==> src/rtl/ook_link_pkg.sv <==
// Shared definitions for the on-off-keyed serial link (transmitter and receiver).
// Frame: one start symbol, WORD_W data symbols LSB-first, one stop symbol.
package ook_link_pkg;

   typedef enum logic [1:0] {
      IDLE  = 2'd0,
      START = 2'd1,
      DATA  = 2'd2,
      STOP  = 2'd3
   } state_t;

   localparam int DEF_SAMPLE_W = 21;
   localparam int DEF_SPS      = 8;
   localparam int DEF_WORD_W   = 8;

   localparam logic START_SYM = 1'b1;
   localparam logic STOP_SYM  = 1'b0;

endpackage

==> src/rtl/symbol_integrator.sv <==
// Integrate-and-dump over one symbol period of SPS accepted samples.
// sum includes the sample being consumed; sym_done marks the last sample of a symbol.
module symbol_integrator
   import ook_link_pkg::*;
#(
   parameter int SAMPLE_W = DEF_SAMPLE_W,
   parameter int SPS      = DEF_SPS
) (
   input  logic                                clk,
   input  logic                                reset,
   input  logic                                sample_en,
   input  logic [SAMPLE_W-1:0]                 sample,
   input  logic                                clear,
   output logic                                sym_done,
   output logic [SAMPLE_W+$clog2(SPS)-1:0]     sum
);

   localparam int CNT_W = $clog2(SPS);
   localparam int ACC_W = SAMPLE_W + CNT_W;

   logic [ACC_W-1:0] acc_q;
   logic [CNT_W-1:0] cnt_q;
   logic             last_sample;

   assign last_sample = (cnt_q == CNT_W'(SPS - 1));
   assign sum         = acc_q + ACC_W'(sample);
   assign sym_done    = sample_en && !clear && last_sample;

   // The dump happens on the last sample so the next symbol starts from zero.
   always_ff @(posedge clk or posedge reset) begin
      if (reset) begin
         acc_q <= '0;
         cnt_q <= '0;
      end else if (clear) begin
         acc_q <= '0;
         cnt_q <= '0;
      end else if (sample_en) begin
         if (last_sample) begin
            acc_q <= '0;
            cnt_q <= '0;
         end else begin
            acc_q <= sum;
            cnt_q <= cnt_q + CNT_W'(1);
         end
      end
   end

endmodule

==> src/rtl/ook_symbol_receiver.sv <==
// OOK demodulator: integrates each symbol, slices against half the expected "1" energy,
// frames start/data/stop and reports each word or a framing error.
module ook_symbol_receiver
   import ook_link_pkg::*;
#(
   parameter int SAMPLE_W  = DEF_SAMPLE_W,
   parameter int SPS       = DEF_SPS,
   parameter int WORD_W    = DEF_WORD_W,
   parameter int REF_SHIFT = 0
) (
   input  logic                clk,
   input  logic                reset,
   input  logic                sample_en,
   input  logic [SAMPLE_W-1:0] rx_sample,
   input  logic [4:0]          atten_ref,
   output logic [WORD_W-1:0]   rx_data,
   output logic                rx_valid,
   output logic                frame_err,
   output logic                busy,
   output state_t              state_dbg
);

   localparam int LOG_SPS = $clog2(SPS);
   localparam int ACC_W   = SAMPLE_W + LOG_SPS;
   localparam int REF_W   = 5 + REF_SHIFT;
   localparam int CMP_W   = ACC_W + REF_W + 1;
   localparam int BIT_W   = $clog2(WORD_W + 1);

   state_t            state_q, state_n;
   logic [4:0]        ref_q;
   logic [BIT_W-1:0]  bit_cnt_q;
   logic [WORD_W-1:0] shreg_q;
   logic              start_hit, start_evt, clear, decision, sym_done;
   logic [ACC_W-1:0]  sum;
   logic [CMP_W-1:0]  ref_level_in, sum_thr;

   // Start detection uses the live atten_ref; the frame slices with the latched copy.
   assign ref_level_in = CMP_W'(atten_ref) << REF_SHIFT;
   assign start_hit    = (CMP_W'(rx_sample) << 1) >= ref_level_in;
   assign sum_thr      = ((CMP_W'(ref_q) << REF_SHIFT) << LOG_SPS) >> 1;
   assign decision     = CMP_W'(sum) >= sum_thr;
   assign clear        = (state_q == IDLE) && !start_evt;
   assign state_dbg    = state_q;

   symbol_integrator #(
      .SAMPLE_W (SAMPLE_W),
      .SPS      (SPS)
   ) u_integrator (
      .clk       (clk),
      .reset     (reset),
      .sample_en (sample_en),
      .sample    (rx_sample),
      .clear     (clear),
      .sym_done  (sym_done),
      .sum       (sum)
   );

   always_ff @(posedge clk or posedge reset) begin
      if (reset) state_q <= IDLE;
      else       state_q <= state_n;
   end

   always_comb begin
      state_n   = state_q;
      start_evt = 1'b0;
      case (state_q)
         IDLE: begin
            if (sample_en && start_hit) begin
               state_n   = START;
               start_evt = 1'b1;
            end
         end
         START: if (sym_done) state_n = (decision == START_SYM) ? DATA : IDLE;
         DATA:  if (sym_done && (bit_cnt_q == BIT_W'(WORD_W - 1))) state_n = STOP;
         STOP:  if (sym_done) state_n = IDLE;
         default: state_n = IDLE;
      endcase
   end

   // rx_valid is a one-cycle pulse with no ready: the consumer must capture rx_data
   // on that cycle; rx_data stays stable until the next rx_valid.
   always_ff @(posedge clk or posedge reset) begin
      if (reset) begin
         ref_q     <= '0;
         bit_cnt_q <= '0;
         shreg_q   <= '0;
         rx_data   <= '0;
         rx_valid  <= 1'b0;
         frame_err <= 1'b0;
         busy      <= 1'b0;
      end else begin
         rx_valid  <= 1'b0;
         frame_err <= 1'b0;
         busy      <= (state_n != IDLE);
         if (start_evt) ref_q <= atten_ref;
         if (sym_done) begin
            case (state_q)
               START: bit_cnt_q <= '0;
               DATA: begin
                  shreg_q   <= {decision, shreg_q[WORD_W-1:1]};
                  bit_cnt_q <= bit_cnt_q + BIT_W'(1);
               end
               STOP: begin
                  if (decision == STOP_SYM) begin
                     rx_valid <= 1'b1;
                     rx_data  <= shreg_q;
                  end else begin
                     frame_err <= 1'b1;
                  end
               end
               default: ;
            endcase
         end
      end
   end

endmodule

==> config.mk <==
export PLATFORM = sky130hd
export DESIGN_NAME = ook_symbol_receiver
export DESIGN_NICKNAME = d
export VERILOG_FILES = /design/src/rtl/ook_link_pkg.sv /design/src/rtl/symbol_integrator.sv /design/src/rtl/ook_symbol_receiver.sv
export SDC_FILE = /design/constraint.sdc
export NUM_CORES = 1
export LEC_CHECK = 0
export BUFFER_PORTS_ARGS = -buffer_cell sky130_fd_sc_hd__buf_4
export CAP_MARGIN = 20
export CORE_MARGIN = 2
export CORE_UTILIZATION = 54
export CTS_BUF_LIST = sky130_fd_sc_hd__clkbuf_8
export CTS_CLUSTER_DIAMETER = 80
export DETAILED_ROUTE_END_ITERATION = 8
export PLACE_DENSITY = 0.74
export RECOVER_POWER = 25
export SETUP_SLACK_MARGIN = 0.15
export SLEW_MARGIN = 20
export SYNTH_ARGS = -nofsm -noshare
export SYNTH_HDL_FRONTEND = slang
export SYNTH_SLANG_ARGS = --single-unit
==> constraint.sdc <==
create_clock -name clk -period 4.2 [get_ports clk]
set_input_delay 0.42 -clock clk [delete_from_list [all_inputs] [get_ports clk]]
set_output_delay 0.42 -clock clk [all_outputs]
set_load 0.02 [all_outputs]
==> results.cfg <==
[floorplan]
dieArea_um2 = 8300
ios = 42
die_h_um = 91.1
initial_utilization = 0.562
rows = 31
core_area_um2 = 7290
die-width_um = 91.1

[detailed_routing]
drt-total-wl_mm = 10.3
drt_iter0_drc = 249
first_pass_iters = 5
via_per_inst = 6.22
antenna_left = 0
avgRoutedWirePerCell_um = 17.7
vias = 3607
drc = 0

[clock_network]
clockBufferDepth = 2
insertion_delay_ns = 0.35
cts.htree.levels = 3
cts-buffers-inserted = 9
root_buffer = clkbuf_8
cts_tree = built
clk_pin_slew_worst_paths_ns = 0.07
cts_hold_repair.buffers = 0
numClockSinks = 57

[global_routing]
grt_pass1_wl_mm = 17.3
grt_use_met2 = 0.414
use_met1 = 0.350
grt_util_met3 = 0.0473
gr-total-overflow = 0
grt_max_degree = 58
antenna_found_initial = 0
grt-busiest-layer = met2
grtUsageTotal = 0.261
grt_pass1_vias = 3525

[critical_path]
crit_type = register to register
path_cells = ha_1 > fa_1 > a211oi_2 > o21ai_2 > a21o_1 > xor2_1 > or4_1 > a2111o_1 > or4_4 > mux2_4
worst_setup_path_end_kind = register
rrSetupSlack_ns = 0.30
startpoint_type = register
cp_max_fo = 9
arrival_ns = 4.13
max_stage_delay_ns = 0.61
rr_startpoint = u_integrator.acc_q[0]$_DFFE_PP0P_
crit_required_ns = 4.43
crit_path_top_delay_cell = or4_4
timing.rr.end = rx_data[3]$_DFFE_PP0P_
reg2reg_depth = 10

[sta]
fmax_mhz = 257
hold_violations = 0
setup_viol = 0
tightest_slew_ns = 3.08
fin_tns_setup_ns = 0
clock_skew_ns = 0.00390
relSlewSlack = -1.05
timing.final.crit_share = 0.928
min_period_ns = 3.90
drv_slew = 58
rsz0062_at_grt = no

[min_path]
min_path_cells = 3
hold_end = ref_q[2]$_DFFE_PP0P_
worstHoldStart = atten_ref[2]
hold_class = primary input to register

[synth]
synth_top_family_by_area = compound AO/OA/AOI/OAI gates
synth_compound_area_frac = 0.238
synth.area.mux_share = 0.0638
synth-edff-count = 0
yosys.area_share.simple = 0.163
synth-xor-area-share = 0.0299
syn_area_per_cell_um2 = 9.46
async_flop_share = 1.00
yosys_warnings = 0
syn_inst = 433
syn-cell-area_um2 = 4100
synth_cell_types = 65
synth_fa_ha_area_frac = 0.121
syn_nets = 501
synth_ff_type = dfrtp_1
yosys_register_bits = 57
ys_seq_area_frac = 0.348

[status]
violations = max-capacitance violations, max-slew violations
status = complete, but fails checks

[placed_design]
dp.cells = 565
dpl.hpwl_mm = 7.53
portBuffers = 41
gp_congestion = 0.924
placedInstanceArea_um2 = 4510

[power_and_ir_drop]
leakage_nw = 2.23
vdd_drop_max_mv = 0.378
p_per_area_nw_per_um2 = 724
totalPowerFinal_w = 0.00343

[final_layout]
final_common_cell = dfrtp_1
fin_util = 0.649
final_cell_mix = dfrtp_1 (57), buf_4 (45), nand2_1 (43), ha_1 (38), o21ai_0 (31)
fin_nets = 545
regArea_um2 = 1430
fillerInstances = 645
drive_gt1_frac = 0.185
final_cell_count_no_fill = 580
diodes = 0
area_growth_syn_to_layout_pct = 15.5
multiInputGateArea_um2 = 2540
final_cell_area_um2 = 4730

[job]
cap_viol_max_count = 1
## how the worst max path moves through the flow
stage	start	end	slack [ns]	depth (start not counted)
floorplan	rx_sample[0]	rx_data[0]$_DFFE_PP0P_	0.44	13
global placement	rx_sample[0]	rx_data[0]$_DFFE_PP0P_	0.18	13
detailed placement	rx_sample[0]	rx_data[6]$_DFFE_PP0P_	0.09	13
CTS	u_integrator.acc_q[0]$_DFFE_PP0P_	rx_data[3]$_DFFE_PP0P_	0.26	12
global route	u_integrator.acc_q[0]$_DFFE_PP0P_	rx_data[1]$_DFFE_PP0P_	0.16	12
finish	u_integrator.acc_q[0]$_DFFE_PP0P_	rx_data[3]$_DFFE_PP0P_	0.30	10
## metal layers
layer,vias up,routed length (um)
li1,1721,-
met1,1747,4580
met2,116,4790
met3,23,626
met4,0,267
met5,-,0
## where the power goes
| group | switching, W | internal [W] | leakage (nW) |
|---|---|---|---|
| clock | 0.000234 | 0.000347 | 0.113 |
| sequential | 0.000140 | 0.000740 | 0.734 |
| combinational | 0.00115 | 0.000817 | 1.39 |
| total | 0.00152 | 0.00190 | 2.23 |
## worst max-delay path, delay by kind of cell (launching register included)
family          cells  cell delay, ns
compound gates      4            1.09
xor+xnor            1            0.17
fa+ha+maj           2            0.68
flops               1            0.38
mux                 1            0.33
simple gates        2            1.12
## timing repair
action / in CTS / in global routing
setup buffers: 0 / 0
setup endpoints to repair: 0 / 8
endpoints found under the hold margin: 0 / 0
resized for setup: 0 / 1
## stage by stage
step	hold slack, ns	worst slack [ns]
global placement	0.474	0.177
detailed placement	0.474	0.0851
global route	0.292	0.160
floorplan	0.446	0.437
CTS	0.288	0.261
finish	0.293	0.304
## kinds of logic after synthesis
family                     Yosys count
AOI/OAI and AO/OA                  140
and+or+nand+nor                    129
DFF                                 57
adders and majority gates           39
buffers and inverters               33
muxes                               21
xor gates and xnor gates            14
## final cells by class
class	count	share of cell area
timing repair buffer	47	0.0738
inverter	19	0.0151
multi-input combinational	343	0.538
sequential	57	0.301
tap	99	0.0262
clock buffer	10	0.0291
clock inverter	5	0.0167
## cells in the mapped netlist, types with 3 or more instances
cell,n,area [um2]
dfrtp_1,57,1430
nand2_1,43,161
ha_1,38,475
o21ai_0,31,155
a21oi_1,27,135
nor2_1,20,75.1
inv_1,19,71.3
a22o_1,14,123
and2_1,10,62.6
mux2_2,9,101
nand3_1,9,45.0
mux2_4,8,120
xnor2_1,8,70.1
clkbuf_1,7,26.3
o21a_1,7,52.6
nor2b_1,6,37.5
o31ai_1,6,45.0
xor2_1,6,52.6
a21o_1,5,37.5
and3_1,5,31.3
buf_2,5,25.0
nor3_1,5,25.0
nor4_1,5,31.3
o211ai_1,5,37.5
or4_1,5,37.5
a22oi_1,4,30.0
mux2i_1,4,40.0
o21ai_1,4,20.0
a211oi_2,3,37.5
a221o_1,3,30.0
a2bb2oi_1,3,26.3
a311oi_1,3,26.3
nand4_1,3,18.8
o21bai_1,3,22.5
or3_1,3,18.8
## sequential cells by signal, summed over array words and instances (netlist names)
register / count
bit_cnt_q: 4
busy: 1
frame_err: 1
ref_q: 5
rx_data: 8
rx_valid: 1
shreg_q: 8
state_dbg: 2
u_integrator.acc_q: 24
u_integrator.cnt_q: 3
Power figures use the tool's default switching activity.
